### src/rtl/div_hilo_ctrl.sv
// Divide sequencer and HI/LO result holder for the multicycle combinational divider.
// Holds operands stable for SETTLE_CYCLES, captures {remainder, quotient}, and handles move-to-HI/LO.
module div_hilo_ctrl #(
   parameter int unsigned SETTLE_CYCLES = 4
) (
   input  logic        clock,
   input  logic        clear,
   input  logic        start,
   input  logic [31:0] a_in,
   input  logic [31:0] m_in,
   output logic [31:0] div_a,
   output logic [31:0] div_m,
   input  logic [63:0] div_result,
   input  logic        hi_wr,
   input  logic        lo_wr,
   input  logic [31:0] wr_data,
   output logic [31:0] hi_out,
   output logic [31:0] lo_out,
   output logic        busy,
   output logic        done,
   output logic        div_zero,
   output logic        state_dbg
);

   typedef enum logic {IDLE = 1'b0, SETTLE = 1'b1} state_t;

   // Counter starts at SETTLE_CYCLES-1 so capture lands on edge E0+SETTLE_CYCLES.
   localparam logic [3:0] CNT_LOAD = 4'(SETTLE_CYCLES - 1);

   state_t      state, state_n;
   logic [3:0]  cnt, cnt_n;
   logic [31:0] a_n, m_n, hi_n, lo_n;
   logic        done_n, dz_n;

   always_ff @(posedge clock or negedge clear) begin
      if (!clear) begin
         state    <= IDLE;
         cnt      <= 4'd0;
         div_a    <= 32'd0;
         div_m    <= 32'd0;
         hi_out   <= 32'd0;
         lo_out   <= 32'd0;
         done     <= 1'b0;
         div_zero <= 1'b0;
      end else begin
         state    <= state_n;
         cnt      <= cnt_n;
         div_a    <= a_n;
         div_m    <= m_n;
         hi_out   <= hi_n;
         lo_out   <= lo_n;
         done     <= done_n;
         div_zero <= dz_n;
      end
   end

   always_comb begin
      state_n = state;
      cnt_n   = cnt;
      a_n     = div_a;
      m_n     = div_m;
      hi_n    = hi_out;
      lo_n    = lo_out;
      done_n  = 1'b0;
      dz_n    = div_zero;
      case (state)
         IDLE: begin
            if (start) begin
               // Start always wins over a same-cycle move-to-HI/LO.
               a_n = a_in;
               m_n = m_in;
               if (m_in != 32'd0) begin
                  cnt_n   = CNT_LOAD;
                  dz_n    = 1'b0;
                  state_n = SETTLE;
               end else begin
                  hi_n   = a_in;
                  lo_n   = 32'hFFFF_FFFF;
                  dz_n   = 1'b1;
                  done_n = 1'b1;
               end
            end else begin
               if (hi_wr) hi_n = wr_data;
               if (lo_wr) lo_n = wr_data;
            end
         end
         SETTLE: begin
            // Operands stay frozen; start and writes are ignored until capture.
            if (cnt != 4'd0) begin
               cnt_n = cnt - 4'd1;
            end else begin
               hi_n    = div_result[63:32];
               lo_n    = div_result[31:0];
               done_n  = 1'b1;
               state_n = IDLE;
            end
         end
         default: state_n = IDLE;
      endcase
   end

   assign busy      = (state == SETTLE);
   assign state_dbg = state;

endmodule

### config.mk
export PLATFORM = sky130hd
export DESIGN_NAME = div_hilo_ctrl
export DESIGN_NICKNAME = d
export VERILOG_FILES = /design/src/rtl/div_hilo_ctrl.sv
export SDC_FILE = /design/constraint.sdc
export NUM_CORES = 1
export LEC_CHECK = 0
export ABC_CLOCK_PERIOD_IN_PS = 2600
export BUFFER_PORTS_ARGS = -buffer_cell sky130_fd_sc_hd__buf_4
export CAP_MARGIN = 20
export CORE_AREA = 10 10 144 172
export DETAILED_ROUTE_END_ITERATION = 16
export DIE_AREA = 0 0 154 182
export PLACE_DENSITY = 0.71
export SLEW_MARGIN = 20
export SYNTH_ARGS = -nofsm -noshare
export SYNTH_HDL_FRONTEND = slang
export SYNTH_SLANG_ARGS = --single-unit
### constraint.sdc
create_clock -name clock -period 2.6 [get_ports clock]
set_input_delay 0.26 -clock clock [delete_from_list [all_inputs] [get_ports clock]]
set_output_delay 0.26 -clock clock [all_outputs]
set_load 0.05 [all_outputs]
# After elaboration in Yosys (flattened, before gate mapping)
# Cells that the tools add are included.
dict set report op_classes {
  mux 22
  n_eq_ne 7
  reduce_logical 6
  addsub 1
  n_bitwise 1
}
# op count
set op_table {}
lappend op_table {{2-to-1 mux 32 bit} 8}
lappend op_table {{case mux 32 bit (2 select lines)} 2}
lappend op_table {{nonzero test 32 bit} 1}
lappend op_table {{2-to-1 mux 4 bit} 3}
lappend op_table {{inequality test 3 bit (second input constant)} 3}
lappend op_table {{AND reduction 3 bit} 3}
lappend op_table {{case mux 4 bit (2 select lines)} 1}
lappend op_table {{2-to-1 mux 1 bit} 6}
lappend op_table {{inequality test 2 bit (second input constant)} 3}
lappend op_table {{case mux 1 bit (2 select lines)} 2}
lappend op_table {{nonzero test 4 bit} 1}
lappend op_table {{subtractor 4 x 1 -> 4 bit (second input constant)} 1}
lappend op_table {{inequality test 2 x 1 -> 1 bit (second input constant)} 1}
lappend op_table {{AND reduction 2 bit} 1}
lappend op_table {{inverter 1 bit} 1}
dict set report totals {
  word_cells 45
  ff_bits 135
  inputBits 165
  out_inout_bits 132
}

# Logic depth before layout (Yosys ltp)
# Gate-level depths: netlist (run 1).
dict set report logic_depth {
  word_depth 4
  mapped_depth 7
  mapped_depth_nobuf 6
}

# Worst setup path after synthesis (run 1)
# No wires, ideal clock.
dict set report synth_timing {
  path_kind {reg2reg}
  startpoint {register state, in the netlist busy}
  endpoint {register lo_out[10]}
  setup_time_ns 0.101
  arrival_time_ns 1.808
  path_stages_with_launch 8
  path_buffers 3
  required_ns 2.499
  period_less_slack_ns 1.909
  slack_ns 0.691
  path_cell_list {dfrtp_1 buf_4 or2_1 buf_2 o22ai_4 buf_2 nand2_1 o311ai_2}
}
dict set report synth_via {
  elab_chain_len 3
  word_cells_on_any_way 6
  cone_classes {eq/ne (3); mux (1); bitwise (1); reduce/logical (1)}
}
# item line_no
set synth_lines {}
lappend synth_lines {{from (decl)} 30} ;# state_t state, state_n;
lappend synth_lines {{from (signal assigned)} 46} ;# state <= state_n;
lappend synth_lines {{inverter 1 bit (no line)} --}
lappend synth_lines {{inequality test 3 bit (no line)} --}
lappend synth_lines {{AND reduction 3 bit (no line)} --}
lappend synth_lines {{to (signal assigned)} 51} ;# lo_out <= lo_n;
lappend synth_lines {{to (decl)} 18} ;# output logic [31:0] lo_out,
# Parallel ways exist; a longest one is shown, timed or not.
# A chain may end at the register's enable or synchronous reset.

# Final worst setup path (run 1)
dict set report layout_timing {
  startpoint {register cnt[0]}
  endpoint {register hi_out[9]}
}
dict set report layout_via {
  elab_chain_len 3
}
# item line_no
set layout_lines {}
lappend layout_lines {{from (decl)} 31} ;# logic [3:0] cnt, cnt_n;
lappend layout_lines {{from (signal assigned)} 47} ;# cnt <= cnt_n;
lappend layout_lines {{nonzero test 4 bit} 89} ;# if (cnt != 4'd0) begin
lappend layout_lines {{inequality test 2 bit (no line)} --}
lappend layout_lines {{AND reduction 3 bit (no line)} --}
lappend layout_lines {{to (signal assigned)} 50} ;# hi_out <= hi_n;
lappend layout_lines {{to (decl)} 17} ;# output logic [31:0] hi_out,
# No other way between the ends.

==> impl_summary.txt, run 1 <==
----------------------------------------------------
[Yosys]
  Post-synthesis net count ... 979
  Proportion of register bits with asynchronous set or reset after synthesis ... 1.00
  Part of the Yosys area used for sequential elements ... 0.458
  Proportion of synthesized area in mux cells ... 0.0448
  Library cell with the largest summed area after synthesis ... sky130_fd_sc_hd__dfrtp_1
  Synthesized area ... 0.00737 mm²
  Post-synth top cells ... 261 x sky130_fd_sc_hd__nand2_1, 135 x sky130_fd_sc_hd__dfrtp_1, 64 x sky130_fd_sc_hd__o211ai_1, 38 x sky130_fd_sc_hd__clkbuf_1, 34 x sky130_fd_sc_hd__nand4_1
  Area share of fa/ha/maj cells after synthesis ... 0.00170
  Number of enable flip-flop cells after synthesis ... 0
  Post-synthesis share of cell area spent on xor and xnor gates ... 0
  Share of the synthesized area in compound gates (AO/OA/AOI/OAI) ... 0.232
  Top cell type's share of synthesized area ... 0.458
  Simple-gate portion of the synthesized area ... 0.205
  Warning count from the yosys run ... 0
  Unique masters post-synth ... 37
  Main synth FF type ... sky130_fd_sc_hd__dfrtp_1
  Synth area leaders ... sky130_fd_sc_hd__dfrtp_1 46%, sky130_fd_sc_hd__nand2_1 13%, sky130_fd_sc_hd__o211ai_1 6.5%
  Synthesized instance count ... 813
  Average instance area after synthesis ... 9.07 µm²
  Most instantiated library cell after synthesis ... sky130_fd_sc_hd__nand2_1
  Dominant combinational cell family by area after synthesis ... compound AO/OA/AOI/OAI gates
  Number of synthesized register bits ... 135

[Layout]
  Antenna cell count ... 0
  NumNets Final ... 1237
  Layout Area Growth over Synthesis ... 41.3%
  Final Non-Filler Cells ... 1358
  End-of-flow core utilization ... 0.485
  Fraction of final layout cells with drive strength greater than 1 ... 0.363

[Drt]
  Total via count in the routed design ... 7466
  Average via count per standard cell ... 5.50
  Aggregate routed wire length ... 28500 µm
  Remaining routing DRC violations ... 0
  Number of antenna-violating nets in the routed design ... 0
  Average wire per cell in the routed design ... 21.0 µm
  Iteration-0 DRC Markers ... 444
  First-pass DRT Iterations ... 5

[Place]
  Number of buffer cells added on primary ports ... 296
  Setup slack at placement ... 0.528 ns
  Final weighted congestion in routability-driven placement ... 0.793
  HPWL Detailed ... 20300 µm
  Dpl cells ... 1325

[Setup path]
  R2r endpoint ... hi_out[9]
  Setup slack, reg-to-reg ... 0.50 ns
  Crit path arrival time ... 2.45 ns
  Element type at the critical path end ... flop
  Req. time, crit path ... 2.95 ns
  Maximum fanout along the worst path ... 32
  Category of the worst setup path launch point ... flop
  WS Path Type ... flop to flop
  Worst r2r path cells ... 7
  Beginning of the worst register-to-register path ... cnt[0]

[Die]
  Count of standard-cell rows ... 59
  Core Footprint ... 0.0215 mm²
  I/O pin count ... 297
  Area enclosed by the die boundary ... 0.0280 mm²
  Horizontal extent of the die ... 154 µm
  Effective utilization at floorplan ... 0.343
  DIE HEIGHT ... 182 µm

[CTS]
  Inserted Clock Buffers ... 17
  Clock latency on the worst-skew pair ... 0.42 ns
  Cts hold-fix bufs ... 1
  Worst-path clk slew ... 0.06 ns
  Clock net sink count ... 135
  CTS tree ... yes
  # H-tree levels ... 4
  Root buffer selected by CTS ... sky130_fd_sc_hd__clkbuf_16
  Post_cts resized ... 0
  Post-CTS Setup Inserts ... 0
  Max clock buf depth ... 2

[Hold path]
  Capture endpoint of the worst hold path ... div_m[24]
  Type of the worst min-delay path ... primary input to flop
  Critical hold path startpoint ... m_in[24]
  Worst hold stages ... 3

[Global routing]
  Initial antenna violation count ... 0
  Largest net degree at the start of global routing ... 68
  Global-route wire length before repair ... 44800 µm
  Aggregate global-route resource usage ... 0.197
  Overflow left after global routing ... 0
  Number of global-route vias before repair ... 7873

[Power]
  Peak supply drop ... 0.827 mV
  Total power ... 16.2 mW
  Pwr per Cell Area ... 1560 mW/mm²
  Pleak ... 4.96 nW

[Timing]
  Post-route setup TNS ... 0 ns
  Setup repair after global routing missed its margin ... no
  Count of final hold-check violations ... 0
  Min Clock Period, post-route ... 2.10 ns
  Number of setup violations in the final report ... 0
  Worst relative slew slack ... 0.451
  Worst setup slack after layout ... 0.501 ns
  Maximum frequency from static timing analysis ... 0.476 GHz
  Slew at the pin with the worst max-slew slack ... 0.824 ns
  Final Skew ... 0.00452 ns
  Share of the clock period used by the worst path after layout ... 0.807
  Number of max-slew violations in the final report ... 0

[Run]
  Max-cap violations ... 0

[Outcome]
  Result of the run ... finished, final reports clean

----------------------------------------------------
## critical path, stage by stage (launching register included)
cell and delay (ns):
sky130_fd_sc_hd__dfrtp_1 0.39, sky130_fd_sc_hd__inv_1 0.08, sky130_fd_sc_hd__ha_1 0.22, sky130_fd_sc_hd__or3b_4 0.44, sky130_fd_sc_hd__a211oi_4 0.23, sky130_fd_sc_hd__buf_4 0.40
sky130_fd_sc_hd__a22oi_1 0.13, sky130_fd_sc_hd__nand3_1 0.12
## cells in the final DEF, fill, tap and decap left out, types with 8 or more instances in the layout
cell type and count:
sky130_fd_sc_hd__buf_4 315, sky130_fd_sc_hd__nand2_1 260, sky130_fd_sc_hd__nor4_1 8, sky130_fd_sc_hd__clkbuf_16 17
sky130_fd_sc_hd__o21ai_0 29, sky130_fd_sc_hd__o211ai_1 64, sky130_fd_sc_hd__nand4_1 34, sky130_fd_sc_hd__dfrtp_1 134
sky130_fd_sc_hd__nand3_1 33, sky130_fd_sc_hd__a22oi_1 33, sky130_fd_sc_hd__o22ai_1 31, sky130_fd_sc_hd__mux2i_1 33
sky130_fd_sc_hd__o311ai_2 29
## worst max path at each step
stage,start,to,slack (ns),cells past startpoint
after CTS,cnt[0],hi_out[4],0.53,7
after global routing,cnt[0],hi_out[23],0.40,7
after global placement,cnt[0],hi_out[8],0.61,7
final,cnt[0],hi_out[9],0.50,7
after floorplan,busy,lo_out[10],0.69,7
after detailed placement,cnt[0],hi_out[4],0.53,7
## sequential cells by signal, summed over array words and instances, names as in the netlist
signal / count
busy: 1
cnt: 4
div_a: 32
div_m: 32
div_zero: 1
done: 1
hi_out: 32
lo_out: 32
## per-stage QoR
| stage | hold WS (ns) | area, µm² |
|---|---|---|
| global route | 0.0214 | 10400 |
| finish | 0.0364 | 10400 |
| CTS | 0.0144 | 10400 |
| detailed placement | 0.301 | 9780 |
| global placement | 0.292 | 9780 |
| floorplan | -0.0356 | 7370 |
## kinds of logic (layout without fill, tap and decap cells)
family                   count (synthesis)  in the layout
adder cells (fa/ha/maj)                  1              1
AO/OA/AOI/OAI                          206            206
multiplexers                            33             33
flip-flops                             135            135
buffers and inverters                   86            357
AND/OR/NAND/NOR                        352            352
## report_power, final
group | leakage [nW] | total (mW) | switching, mW | internal [mW]
logic | 3.02 | 9.75 | 6.75 | 2.99
clock network | 0.295 | 2.58 | 0.966 | 1.62
registers | 1.64 | 3.92 | 0.754 | 3.17
## metal layers
metal / routed length (µm) / GRT usage / part of all wire
met2: 14700 / 0.341 / 0.52
met3: 2030 / 0.0485 / 0.071
met4: 544 / 0.0662 / 0.019
met1: 11200 / 0.233 / 0.39
met5: 0 / 0 / 0
## cell type report
| class | instances | area [µm²] |
|---|---|---|
| flip-flops and latches | 135 | 3380 |
| multi-input cells | 592 | 3590 |
| clock buffers | 22 | 484 |
| fillers | 2026 | 11100 |
| clock inverters | 10 | 143 |
| inverters | 4 | 15.0 |
| repair buffers | 321 | 2470 |
| well taps | 274 | 343 |
Power figures use the tool's default switching activity.
==> inputs of run 2 (changes only) <==
--- a/config.mk
+++ b/config.mk
@@ -5,7 +5,7 @@
 export SDC_FILE = /design/constraint.sdc
 export NUM_CORES = 1
 export LEC_CHECK = 0
-export ABC_CLOCK_PERIOD_IN_PS = 2600
+export ABC_CLOCK_PERIOD_IN_PS = 2040
 export BUFFER_PORTS_ARGS = -buffer_cell sky130_fd_sc_hd__buf_4
 export CAP_MARGIN = 20
 export CORE_AREA = 10 10 144 172
==> constraint.sdc (replaced) <==
create_clock -name clock -period 2.04 [get_ports clock]
set_input_delay 0.204 -clock clock [delete_from_list [all_inputs] [get_ports clock]]
set_output_delay 0.204 -clock clock [all_outputs]
set_load 0.05 [all_outputs]
==> impl_summary.txt, run 2 (synthesis results as in run 1) <==
----------------------------------------------------
[Global routing]
  Global-route wire length before repair ... 45900 µm (was 44800 µm)
  Overflow left after global routing ... 0 (unchanged)
  Initial antenna violation count ... 2 (was 0)
  Number of global-route vias before repair ... 7991 (was 7873)
  Largest net degree at the start of global routing ... 68 (unchanged)
  Aggregate global-route resource usage ... 0.202 (was 0.197)

[CTS]
  Max clock buf depth ... 2 (unchanged)
  Clock net sink count ... 135 (unchanged)
  # H-tree levels ... 4 (unchanged)
  Worst-path clk slew ... 0.06 ns (about the same)
  Root buffer selected by CTS ... sky130_fd_sc_hd__clkbuf_16 (unchanged)
  Inserted Clock Buffers ... 17 (unchanged)
  Clock latency on the worst-skew pair ... 0.42 ns (about the same)
  CTS tree ... yes (unchanged)

[Die]
  DIE HEIGHT ... 182 µm (unchanged)
  Effective utilization at floorplan ... 0.343 (unchanged)
  Area enclosed by the die boundary ... 0.0280 mm² (unchanged)
  I/O pin count ... 297 (unchanged)
  Count of standard-cell rows ... 59 (unchanged)
  Core Footprint ... 0.0215 mm² (unchanged)
  Horizontal extent of the die ... 154 µm (unchanged)

[Drt]
  Total via count in the routed design ... 7738 (was 7466)
  Number of antenna-violating nets in the routed design ... 0 (unchanged)
  Remaining routing DRC violations ... 0 (unchanged)
  Aggregate routed wire length ... 29800 µm (was 28500 µm)
  Iteration-0 DRC Markers ... 471 (was 444)
  Average via count per standard cell ... 5.41 (was 5.50)
  Average wire per cell in the routed design ... 20.9 µm (was 21.0 µm)
  First-pass DRT Iterations ... 5 (unchanged)

[Layout]
  Most frequent cells in the layout ... 311 x sky130_fd_sc_hd__buf_4, 260 x sky130_fd_sc_hd__nand2_1, 134 x sky130_fd_sc_hd__dfrtp_1 (was 315 x sky130_fd_sc_hd__buf_4, 260 x sky130_fd_sc_hd__nand2_1, 134 x sky130_fd_sc_hd__dfrtp_1)
  End-of-flow core utilization ... 0.525 (was 0.485)
  Filler cells ... 1938 (was 2026)
  Most common cell after layout, fill and taps aside ... sky130_fd_sc_hd__buf_4 (unchanged)
  Layout Area Growth over Synthesis ... 53.0% (was 41.3%)
  Fraction of final layout cells with drive strength greater than 1 ... 0.354 (was 0.363)
  Final Non-Filler Cells ... 1430 (was 1358)
  NumNets Final ... 1307 (was 1237)

[Place]
  HPWL Detailed ... 20100 µm (was 20300 µm)
  Dpl cells ... 1328 (was 1325)
  Setup slack at placement ... -0.0258 ns (was 0.528 ns)
  Number of buffer cells added on primary ports ... 296 (unchanged)
  Final weighted congestion in routability-driven placement ... 0.826 (was 0.793)

[Timing]
  Min Clock Period, post-route ... 1.94 ns
  Setup repair after global routing missed its margin ... no (unchanged)
  Count of final hold-check violations ... 0 (unchanged)
  Final Skew ... 0.00659 ns (was 0.00452 ns)
  Worst setup slack after layout ... 0.0967 ns (was 0.501 ns)
  Worst relative slew slack ... 0.573 (was 0.451)
  Number of max-slew violations in the final report ... 0 (unchanged)
  Share of the clock period used by the worst path after layout ... 0.953
  Final hold slack ... 0.0130 ns (was 0.0364 ns)
  Slew at the pin with the worst max-slew slack ... 0.640 ns (was 0.824 ns)
  Maximum frequency from static timing analysis ... 0.515 GHz
  Number of setup violations in the final report ... 0 (unchanged)

[Setup path]
  Maximum fanout along the worst path ... 13 (was 32)
  Crit path arrival time ... 2.26 ns (was 2.45 ns)
  Element type at the critical path end ... flop (unchanged)
  CP dominant cell by count ... sky130_fd_sc_hd__buf_4
  Req. time, crit path ... 2.35 ns (was 2.95 ns)
  CP peak stage delay ... 0.56 ns (was 0.44 ns)
  Category of the worst setup path launch point ... primary input (was flop)
  WS Path Type ... primary input to flop (was flop to flop)
  Critical path cell sequence ... dlygate4sd3_1, buf_4, nor4_2, and4_2, a21oi_4, buf_4, o311ai_2 (was inv_1, ha_1, or3b_4, a211oi_4, buf_4, a22oi_1, nand3_1)
  Master of the slowest instance on the critical path ... sky130_fd_sc_hd__dlygate4sd3_1 (was sky130_fd_sc_hd__or3b_4)

[Outcome]
  Result of the run ... finished, final reports clean (unchanged)

[Run]
  Max-cap violations ... 0 (unchanged)

[Power]
  Peak supply drop ... 0.867 mV (was 0.827 mV)
  Pleak ... 5.31 nW (was 4.96 nW)
  Pwr per Cell Area ... 1880 mW/mm² (was 1560 mW/mm²)
  Total power ... 21.2 mW (was 16.2 mW)

[Hold path]
  Type of the worst min-delay path ... primary input to flop (unchanged)

----------------------------------------------------
## run 2: cell types whose count changed in the layout (fill, tap and decap cells not counted), moves of 2 or more
cell,change
sky130_fd_sc_hd__clkbuf_8,-2
sky130_fd_sc_hd__buf_12,+8
sky130_fd_sc_hd__dlygate4sd3_1,+63
sky130_fd_sc_hd__nor4_1,-5
sky130_fd_sc_hd__clkinv_4,+2
sky130_fd_sc_hd__inv_6,+2
sky130_fd_sc_hd__nor4_2,+5
sky130_fd_sc_hd__buf_4,-4
sky130_fd_sc_hd__diode_2,+2
## run 2: area by class of cell
class | count | area, µm² | share of cell area
diodes | 2 | 5.00 | 0.000444
clock buffers | 19 | 453 | 0.0402
clock inverters | 13 | 170 | 0.0151
inverters | 4 | 15.0 | 0.00133
multi-input cells | 593 | 3650 | 0.323
flip-flops and latches | 135 | 3380 | 0.300
well taps | 274 | 343 | 0.0304
repair buffers | 390 | 3260 | 0.289
## run 2: metrics by stage
step | cell area (µm²) | TNS, ns
floorplan | 7370 | 0
global placement | 9900 | 0
detailed placement | 9900 | -0.462
CTS | 11200 | 0
global route | 11300 | 0
finish | 11300 | 0
## run 2: repair_timing
item / CTS / global route
hold buffers: 64 / 0
setup buffers: 0 / 2
resized for setup: 1 / 8
cloned: 1 / 1
pin swaps: 0 / 1
endpoints found under the hold margin: 198 / 0
setup endpoints to repair: 17 / 63
## run 2: final timing paths
kind                          start         end  slack (ns)  cells past startpoint
min in group asynchronous     clear   div_a[28]        0.14                      2
setup reg to reg             cnt[0]   hi_out[3]        0.12                      8
setup / recovery            m_in[2]  lo_out[29]         0.1                      7
hold / removal             a_in[27]   div_a[27]        0.01                      3
max in group asynchronous     clear  hi_out[13]        1.31                      3
hold reg to reg            div_m[5]    div_m[5]        0.48                      2
## run 2: metal layers
metal,global-route usage,vias to the layer above,part of all wire
li1,-,3621,-
met1,0.243,3784,0.40
met2,0.345,281,0.52
met3,0.0423,52,0.054
met4,0.0768,0,0.025
met5,0,-,0
## run 2: critical path, delay by kind of cell
kind	cells	cell delay, ns
AND/OR/NAND/NOR	2	0.70
buffers and inverters	3	0.92
AO/OA/AOI/OAI	2	0.41
## run 2: where the power goes
group | leakage, nW | total [mW] | switching [mW] | internal (mW)
Sequential | 1.64 | 4.95 | 0.919 | 4.04
Combinational | 3.37 | 12.9 | 8.78 | 4.16
Clock | 0.297 | 3.29 | 1.28 | 2.00
Total | 5.31 | 21.2 | 11.0 | 10.2
==> inputs of run 3 (changes only) <==
--- a/config.mk
+++ b/config.mk
@@ -6,12 +6,12 @@
 export NUM_CORES = 1
 export LEC_CHECK = 0
 export ABC_CLOCK_PERIOD_IN_PS = 2040
-export BUFFER_PORTS_ARGS = -buffer_cell sky130_fd_sc_hd__buf_4
 export CAP_MARGIN = 20
-export CORE_AREA = 10 10 144 172
+export CORE_AREA = 10 10 155 185
 export DETAILED_ROUTE_END_ITERATION = 16
-export DIE_AREA = 0 0 154 182
-export PLACE_DENSITY = 0.71
+export DIE_AREA = 0 0 165 195
+export DONT_BUFFER_PORTS = 1
+export PLACE_DENSITY = 0.54
 export SLEW_MARGIN = 20
 export SYNTH_ARGS = -nofsm -noshare
 export SYNTH_HDL_FRONTEND = slang
==> impl_summary.txt, run 3 (synthesis results as in run 1) <==
----------------------------------------------------
[Outcome]
  Result of the run ... finished, violations left (was finished, final reports clean)
  Failing checks ... negative hold slack

[Global routing]
  Initial antenna violation count ... 0 (was 2)
  Number of global-route vias before repair ... 6963 (was 7991)
  Global-route wire length before repair ... 43600 µm (was 45900 µm)
  Global routing met2 resource utilization ... 0.286 (was 0.345)
  Most heavily used metal layer in global routing ... met2 (unchanged)
  Overflow left after global routing ... 0 (unchanged)
  Largest net degree at the start of global routing ... 136 (was 68)
  Global-route met3 utilization ... 0.0478 (was 0.0423)
  Aggregate global-route resource usage ... 0.173 (was 0.202)
  GR met1 Demand/Resource ... 0.206 (was 0.243)

[Timing]
  Number of setup violations in the final report ... 0 (unchanged)
  Maximum frequency from static timing analysis ... 0.522 GHz (was 0.515 GHz)
  Final hold slack ... -0.515 ns (was 0.0130 ns)
  Post-route setup TNS ... 0 ns (unchanged)
  Slew at the pin with the worst max-slew slack ... 0.619 ns (was 0.640 ns)
  Final Skew ... 0.0114 ns (was 0.00659 ns)
  Setup repair after global routing missed its margin ... yes (was no)
  Number of max-slew violations in the final report ... 0 (unchanged)
  Worst relative slew slack ... 0.588 (was 0.573)
  Min Clock Period, post-route ... 1.92 ns (was 1.94 ns)
  Worst setup slack after layout ... 0.125 ns (was 0.0967 ns)
  Share of the clock period used by the worst path after layout ... 0.939 (was 0.953)
  Count of final hold-check violations ... 135 (was 0)

[Setup path]
  WS Path Type ... flop to flop (was primary input to flop)
  Category of the worst setup path launch point ... flop (was primary input)
  Launch point of the worst path ... cnt[0] (was m_in[2])
  Req. time, crit path ... 2.40 ns (was 2.35 ns)
  Maximum fanout along the worst path ... 11 (was 13)
  Element type at the critical path end ... flop (unchanged)
  Beginning of the worst register-to-register path ... cnt[0] (unchanged)
  Crit path arrival time ... 2.28 ns (was 2.26 ns)

[Die]
  Horizontal extent of the die ... 165 µm (was 154 µm)
  Effective utilization at floorplan ... 0.293 (was 0.343)
  Core Footprint ... 0.0251 mm² (was 0.0215 mm²)
  DIE HEIGHT ... 195 µm (was 182 µm)
  Area enclosed by the die boundary ... 0.0322 mm² (was 0.0280 mm²)
  I/O pin count ... 297 (unchanged)
  Count of standard-cell rows ... 64 (was 59)

[Layout]
  Final Non-Filler Cells ... 1189 (was 1430)
  Antenna cell count ... 0 (was 2)
  End-of-flow core utilization ... 0.357 (was 0.525)
  Most common cell after layout, fill and taps aside ... sky130_fd_sc_hd__nand2_1 (was sky130_fd_sc_hd__buf_4)
  Most frequent cells in the layout ... 260 x sky130_fd_sc_hd__nand2_1, 134 x sky130_fd_sc_hd__dfrtp_1, 65 x sky130_fd_sc_hd__dlygate4sd3_1 (was 311 x sky130_fd_sc_hd__buf_4, 260 x sky130_fd_sc_hd__nand2_1, 134 x sky130_fd_sc_hd__dfrtp_1)
  Layout Area Growth over Synthesis ... 21.6% (was 53.0%)
  NumNets Final ... 1012 (was 1307)
  Fraction of final layout cells with drive strength greater than 1 ... 0.125 (was 0.354)

[Power]
  Pwr per Cell Area ... 2070 mW/mm² (was 1880 mW/mm²)
  Pleak ... 3.81 nW (was 5.31 nW)
  Peak supply drop ... 0.757 mV (was 0.867 mV)

[CTS]
  Cts hold-fix bufs ... 65 (was 64)
  CTS tree ... yes (unchanged)
  Clock latency on the worst-skew pair ... 0.42 ns (about the same)
  Inserted Clock Buffers ... 17 (unchanged)
  Max clock buf depth ... 2 (unchanged)
  Root buffer selected by CTS ... sky130_fd_sc_hd__clkbuf_16 (unchanged)
  # H-tree levels ... 4 (unchanged)
  Clock net sink count ... 135 (unchanged)
  Post-CTS Setup Inserts ... 0 (unchanged)
  Worst-path clk slew ... 0.07 ns (was 0.06 ns)

[Drt]
  Remaining routing DRC violations ... 0 (unchanged)
  Iteration-0 DRC Markers ... 497 (was 471)
  Average via count per standard cell ... 5.61 (was 5.41)
  Number of antenna-violating nets in the routed design ... 0 (unchanged)
  Aggregate routed wire length ... 28700 µm (was 29800 µm)
  Total via count in the routed design ... 6670 (was 7738)
  First-pass DRT Iterations ... 5 (unchanged)
  Average wire per cell in the routed design ... 24.1 µm (was 20.9 µm)

[Run]
  Max-cap violations ... 0 (unchanged)

[Place]
  HPWL Detailed ... 19200 µm (was 20100 µm)
  Final weighted congestion in routability-driven placement ... 0.800 (was 0.826)
  Setup slack at placement ... 0.109 ns (was -0.0258 ns)
  Dpl cells ... 1092 (was 1328)
  Number of buffer cells added on primary ports ... 0 (was 296)

[Hold path]
  Type of the worst min-delay path ... primary input to async pin (was primary input to flop)

----------------------------------------------------
run 3: changes by cell type in the layout (fill, tap and decap cells not counted), sizes merged:
| cell | change |
|---|---|
| diode | -2 |
| buf | -294 |
| clkinv | -2 |
| inv | +3 |
| clkinvlp | +2 |
| bufinv | -1 |
| clkbuf | -3 |
| o22ai | -1 |
| dlygate4sd3 | +1 |
run 3: metrics by stage:
step                      area [µm²]  power, mW
after detailed placement        7720       15.5
after global placement          7720       15.3
after CTS                       8960       18.8
after floorplan                 7370       13.5
final                           8960       18.6
after global routing            8960       19.6
run 3: timing repair:
action,4_1_cts,5_1_grt
gates resized for setup,0,1
hold endpoints to repair,200,135
endpoints found under the setup margin,0,8
run 3: path summary, 6_finish.rpt:
| check | to | cells after the start | slack (ns) |
|---|---|---|---|
| min | lo_out[16] | 0 | -0.52 |
| max in group asynchronous | div_m[16] | 0 | 2.33 |
| min in group clock | lo_out[31] | 2 | 0.04 |
| min reg2reg | lo_out[0] | 2 | 0.55 |
| max | hi_out[24] | 7 | 0.12 |
| max reg2reg | hi_out[24] | 7 | 0.12 |
run 3: metal layers:
metal  vias up  wire length [µm]
met4         0               944
met2       257             14400
met3        50              2150
met1      3325             11200
li1       3038                 -
met5         -                 0
run 3: cell type report:
class | instances | area (µm²)
clock buffers | 17 | 425
clock inverters | 15 | 170
fillers | 2550 | 16200
multi-input cells | 592 | 3590
inverters | 4 | 15.0
repair buffers | 96 | 971
well taps | 330 | 413
flip-flops and latches | 135 | 3380
run 3: power by group:
part | switching (mW) | internal (mW)
sequential | 5.75 | 3.94
combinational | 3.42 | 2.31
clock | 1.34 | 1.83
run 3: worst max-delay path, cell delays in order (launching register included):
cell                       delay (ns)
sky130_fd_sc_hd__dfrtp_1         0.39
sky130_fd_sc_hd__inv_1           0.08
sky130_fd_sc_hd__ha_2            0.20
sky130_fd_sc_hd__or3b_4          0.42
sky130_fd_sc_hd__a211oi_4        0.31
sky130_fd_sc_hd__buf_4           0.24
sky130_fd_sc_hd__a22oi_1         0.08
sky130_fd_sc_hd__nand3_1         0.12
